## config.mk

```make
export PLATFORM = sky130hd
export DESIGN_NAME = pic_inta_sequencer
export DESIGN_NICKNAME = d
export VERILOG_FILES = /design/src/rtl/pic_inta_sequencer.sv
export SDC_FILE = /design/constraint.sdc
export NUM_CORES = 1
export LEC_CHECK = 0
export ABC_CLOCK_PERIOD_IN_PS = 8109
export BUFFER_PORTS_ARGS = -buffer_cell sky130_fd_sc_hd__buf_2
export CAP_MARGIN = 20
export CORE_UTILIZATION = 60
export CTS_CLUSTER_SIZE = 10
export DETAILED_ROUTE_END_ITERATION = 7
export HOLD_SLACK_MARGIN = 0.15
export PLACE_DENSITY = 0.9
export SLEW_MARGIN = 20
export SYNTH_ARGS = -nofsm -noshare
export SYNTH_HDL_FRONTEND = slang
export SYNTH_SLANG_ARGS = --single-unit
```

## constraint.sdc

```tcl
create_clock -name clk -period 8.11 [get_ports clk]
set_input_delay 0.4055 -clock clk [delete_from_list [all_inputs] [get_ports clk]]
set_output_delay 0.4055 -clock clk [all_outputs]
set_load 0.01 [all_outputs]
```

## src/rtl/pic_inta_sequencer.sv

```systemverilog
// rtl/pic_inta_sequencer.sv - 8259 INT/INTA sequencer with In-Service register and EOI handling
module pic_inta_sequencer #(
    parameter int         INTA_SYNC_STAGES = 2,
    parameter logic [2:0] LS_RESET         = 3'd7
) (
    input  logic       clk,
    input  logic       rst,
    input  logic       int_flag,
    input  logic [2:0] priority_id,
    input  logic       rotating_priority,
    input  logic       aeoi,
    input  logic [4:0] vector_base,
    input  logic       inta_n,
    input  logic       eoi_valid,
    input  logic       eoi_specific,
    input  logic [2:0] eoi_level,
    input  logic       eoi_rotate,
    output logic       int_out,
    output logic [7:0] is_status,
    output logic [2:0] last_serviced,
    output logic [7:0] irr_clear,
    output logic [7:0] data_out,
    output logic       data_oe
);

    typedef enum logic [1:0] {
        IDLE     = 2'd0,
        INT_PEND = 2'd1,
        ACK1     = 2'd2,
        ACK2     = 2'd3
    } state_t;

    state_t state, state_n;

    logic [INTA_SYNC_STAGES-1:0] inta_sync;
    logic                        inta_prev;
    logic                        inta_s;
    logic                        inta_fall;
    logic                        inta_rise;

    logic [2:0] cur_id, cur_id_n;
    logic       spurious, spurious_n;
    logic       int_out_n;
    logic [7:0] is_status_n;
    logic [2:0] last_serviced_n;
    logic [7:0] irr_clear_n;
    logic [7:0] data_out_n;
    logic       data_oe_n;

    logic       eoi_hit;
    logic [2:0] eoi_lvl;
    logic       eoi_rot;
    logic [7:0] eoi_clr;

    assign inta_s    = inta_sync[INTA_SYNC_STAGES-1];
    assign inta_fall = inta_prev & ~inta_s;
    assign inta_rise = ~inta_prev & inta_s;

    // Synchronize the asynchronous INTA strobe and keep its previous value for edge detection
    always_ff @(posedge clk) begin
        if (rst) begin
            inta_sync <= '1;
            inta_prev <= 1'b1;
        end else begin
            inta_sync <= {inta_sync[INTA_SYNC_STAGES-2:0], inta_n};
            inta_prev <= inta_s;
        end
    end

    // Pick the level an EOI command clears, judged against the current In-Service register
    always_comb begin
        eoi_hit = 1'b0;
        eoi_lvl = 3'd0;
        if (eoi_valid) begin
            if (eoi_specific) begin
                eoi_hit = 1'b1;
                eoi_lvl = eoi_level;
            end else if (!rotating_priority) begin
                // Descending scan so the lowest set index is the last one written
                for (int i = 7; i >= 0; i--) begin
                    if (is_status[i]) begin
                        eoi_hit = 1'b1;
                        eoi_lvl = 3'(i);
                    end
                end
            end else begin
                // Scan from last_serviced+8 down to +1 so last_serviced+1 has final say
                for (int k = 8; k >= 1; k--) begin
                    if (is_status[last_serviced + 3'(k)]) begin
                        eoi_hit = 1'b1;
                        eoi_lvl = last_serviced + 3'(k);
                    end
                end
            end
        end
        eoi_clr = eoi_hit ? (8'b1 << eoi_lvl) : 8'h00;
        eoi_rot = eoi_hit & eoi_rotate;
    end

    // Handshake sequencing plus next values of every registered output
    always_comb begin
        logic [7:0] is_set;
        logic [7:0] aeoi_clr;
        logic       aeoi_rot;

        state_n         = state;
        cur_id_n        = cur_id;
        spurious_n      = spurious;
        int_out_n       = int_out;
        irr_clear_n     = 8'h00;
        data_out_n      = data_out;
        data_oe_n       = data_oe;
        is_set          = 8'h00;
        aeoi_clr        = 8'h00;
        aeoi_rot        = 1'b0;

        case (state)
            IDLE: begin
                int_out_n = 1'b0;
                data_oe_n = 1'b0;
                if (int_flag) begin
                    int_out_n = 1'b1;
                    state_n   = INT_PEND;
                end
            end
            INT_PEND: begin
                int_out_n = 1'b1;
                if (inta_fall) begin
                    if (int_flag) begin
                        cur_id_n    = priority_id;
                        spurious_n  = 1'b0;
                        is_set      = 8'b1 << priority_id;
                        irr_clear_n = 8'b1 << priority_id;
                    end else begin
                        // Request vanished before the acknowledge: hand out IR7
                        cur_id_n   = 3'd7;
                        spurious_n = 1'b1;
                    end
                    int_out_n = 1'b0;
                    state_n   = ACK1;
                end
            end
            ACK1: begin
                data_oe_n = 1'b0;
                if (inta_fall) begin
                    data_out_n = {vector_base, cur_id};
                    data_oe_n  = 1'b1;
                    state_n    = ACK2;
                end
            end
            ACK2: begin
                if (inta_rise) begin
                    data_oe_n = 1'b0;
                    if (aeoi && !spurious) begin
                        aeoi_clr = 8'b1 << cur_id;
                        aeoi_rot = rotating_priority;
                    end
                    state_n = IDLE;
                end
            end
            default: state_n = IDLE;
        endcase

        // A set in the same cycle as a clear of that bit leaves it set
        is_status_n = (is_status & ~(eoi_clr | aeoi_clr)) | is_set;

        if (eoi_rot)
            last_serviced_n = eoi_lvl;
        else if (aeoi_rot)
            last_serviced_n = cur_id;
        else
            last_serviced_n = last_serviced;
    end

    // State and output registers
    always_ff @(posedge clk) begin
        if (rst) begin
            state         <= IDLE;
            cur_id        <= 3'd0;
            spurious      <= 1'b0;
            int_out       <= 1'b0;
            is_status     <= 8'h00;
            last_serviced <= LS_RESET;
            irr_clear     <= 8'h00;
            data_out      <= 8'h00;
            data_oe       <= 1'b0;
        end else begin
            state         <= state_n;
            cur_id        <= cur_id_n;
            spurious      <= spurious_n;
            int_out       <= int_out_n;
            is_status     <= is_status_n;
            last_serviced <= last_serviced_n;
            irr_clear     <= irr_clear_n;
            data_out      <= data_out_n;
            data_oe       <= data_oe_n;
        end
    end

endmodule

```

# Word-level counts from Yosys, hierarchy flattened
# Cells that the tools add are included.
# word_totals
reg_bits,38
output_inout_bits,29
# classes
n_addsub,7
order_cmp,8
n_eq_ne,7
n_shift,3
muxes,79
bitwise_logic,9
n_reduce_logical,10
# op_table
operator,n
$mux 3,22
$mux 8,7
$mux 1,35
$lt 3x4->1 const B,8
$bmux 1 s3,8
$shl 1x3->8 const A,3
$or 8x8->8,2
$add 3x3->3 const B,4
$and 8x8->8,1
$mux 2,4
$ne 2x2->1 const B,4
$not 8->8,1
$pmux 2 s4,1
$add 3x2->3 const B,2
$reduce_and 2->1,3
$eq 2x2->1 const B,2
$reduce_and 4->1,1
$reduce_bool 2->1,2
$add 3x1->3 const B,1
$and 1x1->1,3
$pmux 1 s3,1
$reduce_bool 3->1,1
$eq 2x1->1 const B,1
$logic_not 2->1,1
other kinds (4),5

# Longest topological paths before layout
# Gate-level depths: netlist (run 1).
# logic_depth
ltp_word,19
depth_mapped,12
mapped_depth_nobuf,9

# Worst setup path after synthesis (run 1)
# Ideal clock, no wire load.
# synth_path
path_kind,register to register
startpoint,reg last_serviced[0]
endpoint,reg is_status[4]
arrival_time_ns,3.540
slack_ns,4.450
path_stages_with_launch,13
n_path_buf,3
period_less_slack_ns,3.660
path_cell_list,dfxtp_1 -> buf_6 -> buf_2 -> inv_1 -> ha_1 -> clkbuf_1 -> mux4_2 -> mux2_4 -> or2_1 -> o221a_1 -> o41a_1 -> or2_4 -> o31a_1
# synth_via
elab_chain_len,19
# synth_lines
element,line_no,rtl
"start, declared",20,"output logic [2:0] last_serviced,"
"start signal, assigned",193,last_serviced <= last_serviced_n;
$add 3x3->3 or $bmux 1 s3 (tied branches),"89, 91",
$bmux 1 s3 or $mux 1 (tied branches),89,if (is_status[last_serviced + 3'(k)]) begin
$mux 1 (not written as such) or $mux 3 (tied branches),89,
$mux 3 (7 in a row),89,
$mux 3,78,end else if (!rotating_priority) begin
$mux 3,75,if (eoi_specific) begin
$mux 3,74,if (eoi_valid) begin
$shl 1x3->8,96,eoi_clr = eoi_hit ? (8'b1 << eoi_lvl) : 8'h00;
$mux 8 *,96,
$or 8x8->8 *,165,is_status_n = (is_status & ~(eoi_clr | aeoi_clr)) | is_set;
$not 8->8 *,165,
$and 8x8->8 *,165,
$or 8x8->8 *,165,
"end signal, assigned",192,is_status <= is_status_n;
"end, declared",19,"output logic [7:0] is_status,"
# Mark *: on every way between the ends. The rest lies on a longest branch, timed or not. The select of a mux whose other input is x is not followed.
# A chain may end at the register's enable or synchronous reset.

# Final worst setup path (run 1)
# layout_path
startpoint,reg last_serviced[0]
endpoint,reg is_status[0]
# Same word-level chain as after synthesis.

==> flow_metrics.env, run 1 <==
export IMPL_max_freq_mhz=249.4
export IMPL_synth_top_family_by_area="simple AND/OR/NAND/NOR gates"
export IMPL_p_leak_nw=1.242
export IMPL_tritoncts="yes"
export IMPL_first_pass_iters=5
export IMPL_numCtsBuffers=5
export IMPL_fp_dieW_um=67.70
export IMPL_async_flop_share_pct=0
export IMPL_critPathArrivalTime_ns=4.18
export IMPL_synth_area_per_cell_um2=8.145
export IMPL_p_seq_share_pct=41.0
export IMPL_die_h_um=67.70
export IMPL_portBuffers=48
export IMPL_synth_compound_area_share_pct=20.77
export IMPL_synth_xor_area_share_pct=1.353
export IMPL_hp_class="in -> reg"
export IMPL_synth_edf_count=0
export IMPL_p_per_area_nw_per_um2=175.8
export IMPL_htreeDepth=2
export IMPL_grt_first_pass_wirelength_um=10850
export IMPL_ios=49
export IMPL_grt_remaining_overflow=0
export IMPL_grt_pass1_vias=2350
export IMPL_n_fill_cell=336
export IMPL_critPathLaunchType="register"
export IMPL_ctsHoldBuffers=0
export IMPL_num_vias=2603
export IMPL_grt_max_degree=26
export IMPL_final_cell_count_no_fill=405
export IMPL_gp_congestion=0.9875
export IMPL_row_count=23
export IMPL_clk_latency_ns=0.30
export IMPL_end_kind="register"
export IMPL_critPathKind="reg -> reg"
export IMPL_synthMuxAreaShare_pct=13.19
export IMPL_vias_per_cell=6.427
export IMPL_root_buffer="clkbuf_8"
export IMPL_slew_headroom_pct=49.25
export IMPL_swShare_pct=29.25
export IMPL_grt_util_all_layers_pct=32.11
export IMPL_nets=381
export IMPL_maxCapViolCount=0
export IMPL_cts_setup_buffers=0
export IMPL_clk_pin_slew_worst_paths_ns=0.08
export IMPL_finalCritPeriodShare_pct=49.44
export IMPL_rsz0062_at_grt="false"
export IMPL_hpwl_um=5135
export IMPL_dpl_cell_count=397
export IMPL_syn_area_um2=2590
export IMPL_drt_iter0_drc=251
export IMPL_route_detailed_drc=0
export IMPL_outcome="finished clean"
export IMPL_crit_chain="inv_1 -> ha_1 -> mux4_2 -> mux2_4 -> or4b_1 -> a2111oi_2 -> nor2_1 -> nor4b_2 -> a21oi_1"
export IMPL_finClkSkew_ns=0.006053
export IMPL_synth_nets=345
export IMPL_area_growth_pct=13.77
export IMPL_final_max_slew_viol_count=0
export IMPL_ys_warn_count=0
export IMPL_start_util_pct=63.38
export IMPL_antenna_found_initial=0
export IMPL_cts_resized=0
export IMPL_coreArea_um2=4086
export IMPL_routedWlPerCell_um=17.44
export IMPL_slowest_stage="dfxtp_1"
export IMPL_ir_drop_v=0.0001746
export IMPL_crit_fanout=16
export IMPL_cts_buffer_depth=2
export IMPL_timing_setup_tns_ns=0
export IMPL_n_antenna_cell=0
export IMPL_power_frac_clock_pct=37.2
export IMPL_critical_path_max_stage_delay_ns=0.77
export IMPL_power_frac_comb_pct=21.8
export IMPL_synthAdderAreaFrac_pct=3.382
export IMPL_cp_required_ns=8.28
export IMPL_ys_seq_area_share_pct=29.37
export IMPL_cts_sinks=38
export IMPL_tightest_slew_ns=0.7597
export IMPL_synthFlopType="dfxtp_1"
export IMPL_wirelength_um=7064
export IMPL_layout_drive_gt1_share_pct=21.97
export IMPL_switchingPower_mw=0.1515
export IMPL_setup_viol=0
export IMPL_p_int_mw=0.3665
export IMPL_ant_nets=0
export IMPL_ys_types=63
export IMPL_synth_seq_cells=38
export IMPL_syn_inst=318
export IMPL_finalCriticalPeriod_ns=4.010
export IMPL_die_area_um2=4583
export IMPL_synth_simple_gate_area_share_pct=26.52
export IMPL_finalHoldViolations=0
==> worst paths after layout <==
check / from / endpoint / slack (ns) / cells past startpoint
worst max register to register: last_serviced[0] / is_status[0] / 4.10 / 9
worst max-delay path: last_serviced[0] / is_status[0] / 4.10 / 9
worst min register to register: inta_sync[0] / inta_sync[1] / 0.41 / 1
worst min-delay path: inta_n / inta_sync[0] / 0.29 / 2
==> worst max-delay path: cells and delay by family, from the launching register on <==
family                     cells  cell delay (ns)
and+or+nand+nor                3             1.05
DFF                            1             0.77
muxes                          2             0.73
AOI/OAI and AO/OA              2             0.56
adders and majority gates      1             0.55
buffers and inverters          1             0.21
==> metrics by stage <==
| stage | instance area, um2 | utilization (%) | hold WS [ns] | setup slack (ns) | power, mW |
|---|---|---|---|---|---|
| 2_1_floorplan | 2590 | - | 0.3895 | 4.450 | 0.2975 |
| 3_3_place_gp | 2809 | 68.74 | 0.3970 | 4.283 | 0.3207 |
| 3_5_place_dp | 2809 | 68.74 | 0.3962 | 4.158 | 0.3253 |
| 4_1_cts | 2947 | 72.11 | 0.2899 | 4.124 | 0.5165 |
| 5_1_grt | 2947 | 72.11 | 0.2956 | 3.874 | 0.5412 |
| 6_report | 2947 | 72.11 | 0.2869 | 4.100 | 0.5181 |
==> power by group through the flow <==
stage / combinational, mW / sequential (mW) / clock, mW
3_3_place_gp: 0.106 / 0.215 / 0
5_1_grt: 0.124 / 0.213 / 0.203
4_1_cts: 0.111 / 0.212 / 0.193
2_1_floorplan: 0.0873 / 0.210 / 0
6_report: 0.113 / 0.212 / 0.193
3_5_place_dp: 0.110 / 0.216 / 0
==> cells in the mapped netlist, types with 2 or more instances <==
library cell | number | area, um2
or4_1 | 2 | 15.01
a211oi_1 | 4 | 30.03
nand3_1 | 15 | 75.07
nand4_1 | 3 | 18.77
nor2b_1 | 5 | 31.28
nor3_1 | 16 | 80.08
clkbuf_1 | 13 | 48.80
a31oi_1 | 12 | 75.07
nand2_1 | 33 | 123.9
a22o_1 | 2 | 17.52
a21oi_1 | 23 | 115.1
or3_1 | 2 | 12.51
mux2i_1 | 9 | 90.09
and2_1 | 3 | 18.77
nor3b_1 | 2 | 15.01
and3_1 | 4 | 25.02
or2_2 | 4 | 25.02
ha_1 | 7 | 87.58
inv_1 | 15 | 56.30
o22ai_1 | 3 | 18.77
dfxtp_1 | 38 | 760.7
xor2_1 | 3 | 26.28
nand2b_1 | 9 | 56.30
o31a_1 | 2 | 17.52
mux2_2 | 5 | 56.30
nor2_1 | 25 | 93.84
o21bai_1 | 2 | 15.01
mux4_2 | 8 | 180.2
a221oi_1 | 2 | 17.52
a21o_1 | 2 | 15.01
o21ai_0 | 6 | 30.03
o31ai_1 | 2 | 15.01
nor4_1 | 3 | 18.77
buf_2 | 4 | 20.02
a311oi_1 | 2 | 17.52
==> sequential cells by signal, indices dropped and copies added (netlist names), 2 cells and up <==
signal / count
cur_id: 3
is_status: 8
irr_clear: 8
state: 2
inta_sync: 2
data_out: 8
last_serviced: 3
==> cells in the final DEF, fill, tap and decap left out, types with 2 or more instances in the layout <==
cell | synthesis | final
a211oi_1 | 4 | 4
a21o_1 | 2 | 2
a21oi_1 | 23 | 23
a221oi_1 | 2 | 2
a22o_1 | 2 | 2
a311oi_1 | 2 | 2
a31oi_1 | 12 | 12
and2_1 | 3 | 3
and3_1 | 4 | 4
buf_2 | 4 | 48
bufinv_16 | 0 | 2
clkbuf_8 | 0 | 5
dfxtp_1 | 38 | 38
ha_1 | 7 | 7
inv_1 | 15 | 15
mux2_2 | 5 | 5
mux2i_1 | 9 | 9
mux4_2 | 8 | 8
nand2_1 | 33 | 33
nand2b_1 | 9 | 9
nand3_1 | 15 | 15
nand4_1 | 3 | 3
nor2_1 | 25 | 25
nor2b_1 | 5 | 5
nor3_1 | 16 | 16
nor3b_1 | 2 | 2
nor4_1 | 3 | 3
o21ai_0 | 6 | 6
o21bai_1 | 2 | 2
o22ai_1 | 3 | 3
o31a_1 | 2 | 2
o31ai_1 | 2 | 2
or2_2 | 4 | 4
or3_1 | 2 | 2
or4_1 | 2 | 2
xor2_1 | 3 | 3
==> area by class of cell <==
type	count	area [um2]	share of cell area [%]
clock inverter	3	68.82	2.335
multi-input combinational	246	1689	57.32
tap	50	62.56	2.123
clock buffer	5	68.82	2.335
timing repair buffer	48	240.2	8.153
sequential	38	760.7	25.82
inverter	15	56.30	1.911
==> logic make-up after synthesis <==
logic type | Yosys count
AND/OR/NAND/NOR | 134
AO/OA/AOI/OAI | 78
flip-flops | 38
buffers and inverters | 34
multiplexers | 23
adder cells (fa/ha/maj) | 7
XOR/XNOR | 4
==> routing by layer <==
layer	wire length [um]	vias to the layer above	global-route usage [%]
li1	-	1245	-
met1	2890	1205	39.18
met2	3517	130	52.97
met3	467	23	6.419
met4	187	0	16.22
met5	0	-	0
Power figures use the tool's default switching activity.
==> run 2: changes to the inputs <==
ABC_AREA = 1   (was not set)
ABC_CLOCK_PERIOD_IN_PS = 3400   (was 8109)
CORE_UTILIZATION = 49   (was 60)
PLACE_DENSITY = 0.81   (was 0.9)
clock period = 3.4 ns   (was 8.11 ns; I/O delays follow)
==> run 2 against run 1 <==
  * The run now ends with DRC left
  * Largest cell class unchanged
  * Worst hold slack got worse by 0.10 ns
  * Critical endpoint is now is_status[3]
  * Via count increased by 0.85%
  * First-iteration DRC count decreased by 26%
  * Fmax increased by 40%
==> flow_metrics.env, run 2 <==
export IMPL_cp_required_ns=3.58
export IMPL_dpl_instance_area_um2=2633
export IMPL_grt_met1_usage_pct=31.98
export IMPL_outcome="finished, violations left"
export IMPL_final_common_cell="nand2_1"
export IMPL_crit_fanout=13
export IMPL_fp_dieW_um=71.36
export IMPL_vias_per_cell=5.368
export IMPL_p_leak_nw=1.426
export IMPL_synth_edf_count=0
export IMPL_critPathArrivalTime_ns=3.05
export IMPL_end_kind="register"
export IMPL_root_buffer="clkbuf_8"
export IMPL_power_frac_clock_pct=28.1
export IMPL_multi_input_area_um2=1311
export IMPL_tritoncts="yes"
export IMPL_p_per_area_nw_per_um2=410.8
export IMPL_nets=463
export IMPL_cts_buffer_depth=2
export IMPL_die_h_um=71.36
export IMPL_drt_iter0_drc=186
export IMPL_finalCriticalPeriod_ns=2.871
export IMPL_p_int_mw=0.7588
export IMPL_synth_seq_cells=38
export IMPL_row_count=24
export IMPL_numCtsBuffers=5
export IMPL_use_met2_pct=41.38
export IMPL_async_flop_share_pct=0
export IMPL_yosys_cell_count_top_type="nand2_1"
export IMPL_clk_pin_slew_worst_paths_ns=0.07
export IMPL_hp_class="in -> reg"
export IMPL_start_util_pct=52.68
export IMPL_ys_types=34
export IMPL_syn_inst=380
export IMPL_synth_nets=407
export IMPL_timing_setup_tns_ns=0
export IMPL_grt_first_pass_wirelength_um=10190
export IMPL_mostFrequentLayoutCells="nand2_1, inv_1, nand3_1, buf_2, nor2_1"
export IMPL_hpwl_um=4638
export IMPL_area_growth_pct=18.26
export IMPL_fin_util_pct=62.30
export IMPL_finClkSkew_ns=0.01344
export IMPL_n_antenna_cell=0
export IMPL_clk_latency_ns=0.29
export IMPL_rsz0062_at_grt="false"
export IMPL_antenna_found_initial=0
export IMPL_setup_viol=0
export IMPL_final_area_um2=2788
export IMPL_power_frac_comb_pct=28.5
export IMPL_gp_congestion=0.9541
export IMPL_portBuffers=48
export IMPL_max_freq_mhz=348.3
export IMPL_ys_warn_count=0
export IMPL_yosys_top_cells_area="dfxtp_1, nand2_1, nand3_1, inv_1, nor2_1"
export IMPL_reg_largest_list="data_out x8, irr_clear x8, is_status x8"
export IMPL_die_area_um2=5092
export IMPL_finalCritPeriodShare_pct=84.45
export IMPL_whs_ns=0.1827
export IMPL_slew_headroom_pct=60.57
export IMPL_grt_util_all_layers_pct=25.03
export IMPL_finalHoldViolations=0
export IMPL_final_max_slew_viol_count=0
export IMPL_synth_area_leader_cell="dfxtp_1"
export IMPL_cts_resized=0
export IMPL_syn_area_um2=2357
export IMPL_num_vias=2625
export IMPL_first_pass_iters=7
export IMPL_routedWlPerCell_um=12.51
export IMPL_htreeDepth=2
export IMPL_ir_drop_v=0.0002684
export IMPL_ant_nets=0
export IMPL_seq_area_um2=760.7
export IMPL_p_seq_share_pct=43.5
export IMPL_n_fill_cell=415
export IMPL_layout_drive_gt1_share_pct=17.39
export IMPL_gr_max_usage_layer="met2"
export IMPL_wirelength_um=6117
export IMPL_cts_setup_buffers=0
export IMPL_yosysTopAreaCellShare_pct=32.27
export IMPL_maxCapViolCount=0
export IMPL_tightest_slew_ns=0.5893
export IMPL_synthFlopType="dfxtp_1"
export IMPL_route_detailed_drc=2
export IMPL_ys_seq_area_share_pct=32.27
export IMPL_grt_pass1_vias=2387
export IMPL_critPathLaunchType="register"
export IMPL_ys_top_cells_by_count="nand2_1, inv_1, nand3_1"
export IMPL_switchingPower_mw=0.3863
export IMPL_coreArea_um2=4474
export IMPL_swShare_pct=33.73
export IMPL_cts_sinks=38
export IMPL_violations="DRC"
export IMPL_critPathKind="reg -> reg"
export IMPL_grt_use_met3_pct=4.923
export IMPL_grt_remaining_overflow=0
export IMPL_synth_area_per_cell_um2=6.203
export IMPL_ios=49
export IMPL_grt_max_degree=21
run 2: logic make-up (layout without fill, tap and decap cells):
family                   count (synthesis)  count (layout)  synth area share [%]
flip-flops                              38              38                 32.27
AO/OA/AOI/OAI                           51              51                 12.95
buffers and inverters                   72             129                 12.10
adder cells (fa/ha/maj)                  7               7                 3.715
AND/OR/NAND/NOR                        211             211                 38.59
XOR/XNOR                                 1               1                0.3716
run 2: critical path, cell delays in order, from the launching register on:
cell and delay, ns:
dfxtp_1 0.57, inv_2 0.16, ha_1 0.40, inv_1 0.22
nand3_1 0.16, nand3_1 0.13, nand2_1 0.10, inv_1 0.10
nand3_1 0.08, nand2_1 0.07, nand2_1 0.05, nand2_1 0.05
nand2_1 0.05, nand2_1 0.06, nand2_1 0.05, nand2_1 0.06
nand2_2 0.09, inv_2 0.12, nand3_1 0.11, nand2_1 0.08
nand2_1 0.04
run 2: layer usage:
metal	vias to the layer above	wire length, um
met5	-	0
met4	0	153
met3	23	345
met2	93	2846
met1	1170	2771
li1	1339	-
run 2: worst paths after layout:
path	startpoint	cells past startpoint	slack (ns)	to
worst max-delay path	last_serviced[0]	20	0.53	is_status[3]
worst min-delay path	priority_id[0]	3	0.18	cur_id[0]
worst max register to register	last_serviced[0]	20	0.53	is_status[3]
worst min register to register	inta_sync[0]	1	0.42	inta_sync[1]
run 2: area by class of cell:
cell class              instances  area share (%)
clock buffers                   6           2.962
clock inverters                 2          0.4488
inverters                      66           8.887
repair buffers                 55           11.04
multi-input cells             270           47.04
flip-flops and latches         38           27.29
well taps                      52           2.334
run 2: power by group through the flow:
stage / Clock [mW] / Sequential (mW) / Combinational (mW)
final: 0.322 / 0.498 / 0.326
after global routing: 0.340 / 0.502 / 0.369
after CTS: 0.326 / 0.497 / 0.321
after detailed placement: 0 / 0.508 / 0.313
after global placement: 0 / 0.507 / 0.307
after floorplan: 0 / 0.512 / 0.228
run 2: stage by stage:
stage / instances / setup slack [ns] / power (mW)
after CTS: 489 / 0.5930 / 1.144
after floorplan: 380 / 1.057 / 0.7401
final: 489 / 0.5286 / 1.145
after global routing: 489 / 0.2499 / 1.212
after detailed placement: 475 / 0.6437 / 0.8202
after global placement: 475 / 0.7463 / 0.8141
run 2: repair_timing:
action	4_1_cts	5_1_grt
hold endpoints to repair	6	0
setup endpoints to repair	0	0
hold buffers	6	0
